==> src/rtl/sargantana_icache_pkg.sv <==
// Shared types and tree-PLRU helpers for the instruction-cache victim selector.
// Helpers work on a max-width (16-way) tree; callers pass the real tree depth.
package sargantana_icache_pkg;

    localparam int unsigned PLRU_MAX_WAYS = 16;
    localparam int unsigned PLRU_MAX_LVLS = 4;

    typedef logic [PLRU_MAX_WAYS-2:0] plru_bits_t;
    typedef logic [PLRU_MAX_LVLS-1:0] plru_way_t;

    // Walk from the root following each node bit; the leaf reached is the victim.
    function automatic plru_way_t plru_victim(input plru_bits_t bits, input int unsigned levels);
        logic [4:0] node;
        logic [4:0] base;
        node = '0;
        for (int unsigned lvl = 0; lvl < PLRU_MAX_LVLS; lvl++) begin
            if (lvl < levels) begin
                node = {node[3:0], 1'b0} + 5'd1 + {4'b0, bits[node[3:0]]};
            end
        end
        base = 5'((32'd1 << levels) - 32'd1);
        return plru_way_t'(node - base);
    endfunction

    // Every node on the accessed way's path is pointed at the opposite subtree.
    function automatic plru_bits_t plru_update(input plru_bits_t bits, input plru_way_t way,
                                               input int unsigned levels);
        plru_bits_t b;
        logic [4:0] node;
        logic       dir;
        b    = bits;
        node = '0;
        for (int unsigned lvl = 0; lvl < PLRU_MAX_LVLS; lvl++) begin
            if (lvl < levels) begin
                dir            = way[2'(levels - 1 - lvl)];
                b[node[3:0]]   = ~dir;
                node           = {node[3:0], 1'b0} + 5'd1 + {4'b0, dir};
            end
        end
        return b;
    endfunction

endpackage

==> src/rtl/sargantana_icache_prio_enc.sv <==
// Lowest-set-bit encoder with an any-set flag.
module sargantana_icache_prio_enc
    import sargantana_icache_pkg::*;
#(
    parameter int unsigned WIDTH = 4,
    parameter int unsigned IDX_W = $clog2(WIDTH)
) (
    input  logic [WIDTH-1:0] i_vec,
    output logic [IDX_W-1:0] o_idx,
    output logic             o_any
);

    // Scan from the top so the lowest set bit is the last assignment.
    always_comb begin
        o_idx = '0;
        o_any = |i_vec;
        for (int unsigned i = WIDTH; i > 0; i--) begin
            if (i_vec[i-1]) begin
                o_idx = IDX_W'(i - 1);
            end
        end
    end

endmodule

==> src/rtl/sargantana_icache_victim_sel.sv <==
// Instruction-cache replacement-way selector: lowest invalid way, else per-set tree PLRU.
module sargantana_icache_victim_sel
    import sargantana_icache_pkg::*;
#(
    parameter int unsigned ICACHE_N_WAY  = 4,
    parameter int unsigned ICACHE_N_SETS = 64,
    parameter int unsigned SET_W         = $clog2(ICACHE_N_SETS),
    parameter int unsigned WAY_W         = $clog2(ICACHE_N_WAY)
) (
    input  logic                    clk_i,
    input  logic                    rst_i,
    input  logic                    flush_i,
    input  logic                    req_valid_i,
    input  logic [SET_W-1:0]        req_set_i,
    input  logic [ICACHE_N_WAY-1:0] req_way_valid_i,
    input  logic                    upd_valid_i,
    input  logic [SET_W-1:0]        upd_set_i,
    input  logic [WAY_W-1:0]        upd_way_i,
    output logic                    victim_valid_o,
    output logic [WAY_W-1:0]        victim_way_o,
    output logic                    victim_from_inv_o
);

    localparam int unsigned PLRU_W = ICACHE_N_WAY - 1;
    localparam int unsigned LEVELS = WAY_W;

    logic [PLRU_W-1:0] r_plru [ICACHE_N_SETS];

    logic              r_victim_valid;
    logic [WAY_W-1:0]  r_victim_way;
    logic              r_victim_from_inv;

    logic [PLRU_W-1:0] w_upd_bits;
    logic [PLRU_W-1:0] w_req_bits;
    logic [WAY_W-1:0]  w_walk_way;
    logic [WAY_W-1:0]  w_inv_way;
    logic              w_any_inv;

    sargantana_icache_prio_enc #(
        .WIDTH (ICACHE_N_WAY),
        .IDX_W (WAY_W)
    ) u_inv_enc (
        .i_vec (~req_way_valid_i),
        .o_idx (w_inv_way),
        .o_any (w_any_inv)
    );

    // Same-cycle flush or same-set update is forwarded into the walk.
    always_comb begin
        w_upd_bits = PLRU_W'(plru_update(plru_bits_t'(r_plru[upd_set_i]),
                                         plru_way_t'(upd_way_i), LEVELS));
        w_req_bits = r_plru[req_set_i];
        if (flush_i) begin
            w_req_bits = '0;
        end else if (upd_valid_i && (upd_set_i == req_set_i)) begin
            w_req_bits = w_upd_bits;
        end
        w_walk_way = WAY_W'(plru_victim(plru_bits_t'(w_req_bits), LEVELS));
    end

    always_ff @(posedge clk_i or posedge rst_i) begin
        if (rst_i) begin
            for (int unsigned i = 0; i < ICACHE_N_SETS; i++) begin
                r_plru[i] <= '0;
            end
        end else if (flush_i) begin
            for (int unsigned i = 0; i < ICACHE_N_SETS; i++) begin
                r_plru[i] <= '0;
            end
        end else if (upd_valid_i) begin
            r_plru[upd_set_i] <= w_upd_bits;
        end
    end

    always_ff @(posedge clk_i or posedge rst_i) begin
        if (rst_i) begin
            r_victim_valid    <= 1'b0;
            r_victim_way      <= '0;
            r_victim_from_inv <= 1'b0;
        end else begin
            r_victim_valid <= req_valid_i;
            if (req_valid_i) begin
                r_victim_way      <= w_any_inv ? w_inv_way : w_walk_way;
                r_victim_from_inv <= w_any_inv;
            end
        end
    end

    assign victim_valid_o    = r_victim_valid;
    assign victim_way_o      = r_victim_way;
    assign victim_from_inv_o = r_victim_from_inv;

endmodule

==> config.mk <==
export PLATFORM = sky130hd
export DESIGN_NAME = sargantana_icache_victim_sel
export DESIGN_NICKNAME = d
export VERILOG_FILES = /design/src/rtl/sargantana_icache_pkg.sv /design/src/rtl/sargantana_icache_prio_enc.sv /design/src/rtl/sargantana_icache_victim_sel.sv
export SDC_FILE = /design/constraint.sdc
export NUM_CORES = 1
export LEC_CHECK = 0
export BUFFER_PORTS_ARGS = -buffer_cell sky130_fd_sc_hd__buf_2
export CORE_MARGIN = 10
export CORE_UTILIZATION = 60
export CTS_CLUSTER_SIZE = 25
export DETAILED_ROUTE_END_ITERATION = 16
export PLACE_DENSITY = 0.8
export SLEW_MARGIN = 20
export SYNTH_ARGS = -nofsm -noshare
export SYNTH_HDL_FRONTEND = slang
export SYNTH_HIERARCHICAL = 1
export SYNTH_SLANG_ARGS = --single-unit
==> constraint.sdc <==
create_clock -name clk_i -period 10.8 [get_ports clk_i]
set_input_delay 2.16 -clock clk_i [delete_from_list [all_inputs] [get_ports clk_i]]
set_output_delay 2.16 -clock clk_i [all_outputs]
set_load 0.03 [all_outputs]
==> flow_summary_export.csv <==
group,metric,value,unit
timing,worst_pin_slew,1.17,ns
clocking,root_buffer,"clkbuf_16",
global_routing,grt.total_usage,0.274,
floorplanning,dieArea,0.0247,mm²
timing,relSlewSlack,0.219,
route,post_drt_via_cell_ratio,7.03,
synthesis,ys_seq_elements,196,
synthesis,syn_avg_cell_area,9.43,µm²
status,status,"finished clean",
timing,fin_ws,5.36,ns
clocking,ctsLongestPathBuffers,2,
placement,gp_congestion,1.01,
route,drtAntennaViolNets,0,
timing,finalSetupTns,0,ns
global_routing,grt_pass1_vias,9356,
global_routing,antenna_found_initial,1,
min_path,hold_path_depth,1,
timing,rsz0062_at_grt,"false",
timing,hold_viol_final,0,
synthesis,ys_seq_area_frac,0.435,
layout,multi_input_area,0.00578,mm²
pwr,power.density,132,mW/mm²
clocking,h-tree-depth,4,
critical_path,critPathArrivalTime,5.80,ns
floorplanning,die_w,157,µm
clocking,clock_latency,0.45,ns
synthesis,synth.cell_area,0.0113,mm²
layout,syn_to_final_growth,4.89,%
route,wire_per_inst,23.9,µm
critical_path,reg2regPathDepth,8,
placement,dpl_cell_area,0.0112,mm²
layout,final_cell_area,0.0118,mm²
pwr,total_power,1.56,mW
critical_path,cp_max_fo,37,
synthesis,synth-async-reset-ratio,1.00,
flow_run,max_cap_violations,0,
clocking,clk_pin_slew,0.08,ns
clocking,cts_tree,"done",
synthesis,syn_nets,1220,
clocking,postCtsSetupBuffers,0,
route,num_vias,9807,
floorplanning,core_area,0.0186,mm²
clocking,cts_buffers,17,
floorplanning,start_util,0.607,
timing,finalCritPeriodShare,0.504,
global_routing,grt_pass1_wl,52600,µm
timing,finalSetupViolCount,0,
synthesis,synth_cells,1197,
route,drcViolationCount,0,
floorplanning,io_pins,27,
clocking,numClockSinks,196,
layout,ff_latch_area,0.00490,mm²
synthesis,synth_top_flop_cell,"dfrtp_1",
layout,fill_cells,1506,
critical_path,endpoint_kind,"flop",
timing,finalMaxSlewViolations,0,
placement,dp_hpwl,21500,µm
layout,nNetsFinal,1170,
global_routing,grt_max_degree,121,
route,drt_iter0_markers,1354,
layout,drive_gt1_frac,0.123,
min_path,holdCritPathClass,"reg2reg",
floorplanning,fp-row-count,50,
clocking,cts-resized-gates,0,
timing,clock_skew,0.0120,ns
timing,fmax,0.184,GHz
route,detail_route.first_pass.iterations,6,
critical_path,worst_ep_required_time,11.16,ns
synthesis,synth-edff-count,0,
pwr,leakagePower,4.67,nW
placement,pre_cts_ws,5.06,ns
synthesis,yosysWarnings,6,
critical_path,critPathLaunchType,"input port",
placement,port_buffers,26,
route,routed_wl,33300,µm
pwr,peakVddDrop,0.000113,V
timing,min_period,5.44,ns
global_routing,grt_remaining_overflow,0,
clocking,ctsHoldBuffers,0,
floorplanning,dieHeight,157,µm
critical_path,crit_type,"in2reg",
synthesis,synth_cell_types,62,
worst paths after layout:
check	startpoint	endpoint	slack, ns
max in group asynchronous	rst_i	r_plru[104]	7.52
min reg2reg	victim_way_o[1]	victim_way_o[1]	0.48
max	upd_set_i[1]	r_plru[62]	5.36
min in group asynchronous	rst_i	r_plru[186]	1.80
max reg2reg	r_plru[68]	r_plru[62]	7.70
min	victim_way_o[1]	victim_way_o[1]	0.48
state kept, by name, indices dropped and copies added (netlist names):
signal	count
r_plru	192
victim_from_inv_o	1
victim_valid_o	1
victim_way_o	2
through the flow:
stage | std cells | utilization | hold slack, ns
floorplan | 1197 | - | 0.475
global placement | 1362 | 0.605 | 0.460
detailed placement | 1362 | 0.605 | 0.471
CTS | 1394 | 0.637 | 0.488
global route | 1394 | 0.637 | 0.513
finish | 1395 | 0.637 | 0.481
synthesized netlist by cell type, types with 4 or more instances:
| cell type | instances | area (µm²) |
|---|---|---|
| buf_6 | 16 | 180 |
| nand2_1 | 158 | 593 |
| o22a_1 | 4 | 35.0 |
| nor2b_1 | 11 | 68.8 |
| nand2b_1 | 5 | 31.3 |
| buf_4 | 12 | 90.1 |
| a211oi_1 | 50 | 375 |
| a22oi_1 | 12 | 90.1 |
| buf_1 | 4 | 15.0 |
| a31oi_1 | 7 | 43.8 |
| o21ai_0 | 96 | 480 |
| o22ai_1 | 5 | 31.3 |
| a21oi_1 | 141 | 706 |
| mux4_2 | 56 | 1260 |
| and2_1 | 5 | 31.3 |
| nor2_1 | 162 | 608 |
| a221oi_1 | 10 | 87.6 |
| buf_2 | 13 | 65.1 |
| nand4_1 | 6 | 37.5 |
| nand3_1 | 44 | 220 |
| dfrtp_1 | 196 | 4900 |
| clkbuf_1 | 59 | 221 |
| mux2i_1 | 45 | 450 |
| inv_1 | 12 | 45.0 |
| mux2_2 | 11 | 124 |
report_power, final:
| group | total, mW | switching [mW] | internal (mW) |
|---|---|---|---|
| Clock | 0.664 | 0.292 | 0.371 |
| Sequential | 0.741 | 0.00290 | 0.738 |
| Combinational | 0.152 | 0.116 | 0.0364 |
| Total | 1.56 | 0.411 | 1.15 |
layout make-up:
type,count,area share
Timing Repair Buffer,35,0.0174
Clock inverter,12,0.0128
Multi-Input combinational cell,884,0.488
Antenna cell,1,0.000211
Clock buffer,20,0.0377
Inverter,13,0.00476
Sequential cell,196,0.414
Tap cell,234,0.0247
per-layer routing:
metal,up-vias,share of wire,track usage
met2,618,0.46,0.415
met1,4836,0.39,0.357
met5,-,0,0
met3,126,0.10,0.0745
met4,0,0.048,0.134
li1,4227,-,-
critical path, stage by stage:
cell and delay, ns:
buf_2 0.64, and2_1 0.48, a22oi_1 0.16, o21ai_0 0.33
a211oi_2 0.17, a32oi_4 1.01, buf_4 0.50, nand2_1 0.12
a21oi_1 0.16
placed cells by master, fill, tap and decap left out, types with 12 or more instances in the layout:
master / instances
dfrtp_1: 196
buf_2: 24
a22oi_1: 12
nand2_1: 158
nand3_1: 44
clkbuf_16: 17
mux2i_1: 45
nor2_1: 162
o21ai_0: 96
mux4_2: 56
a21oi_1: 141
a211oi_1: 50
cell families (layout without fill, tap and decap cells):
logic type / after synthesis / count (layout) / share of synthesized area
and+or+nand+nor: 414 / 414 / 0.155
AOI/OAI and AO/OA: 351 / 351 / 0.187
DFF: 196 / 196 / 0.435
buffers and inverters: 117 / 80 / 0.0550
muxes: 113 / 113 / 0.164
xor gates and xnor gates: 6 / 6 / 0.00466
other: 0 / 1 / 0
No activity file was read; power rests on OpenSTA's default activity.
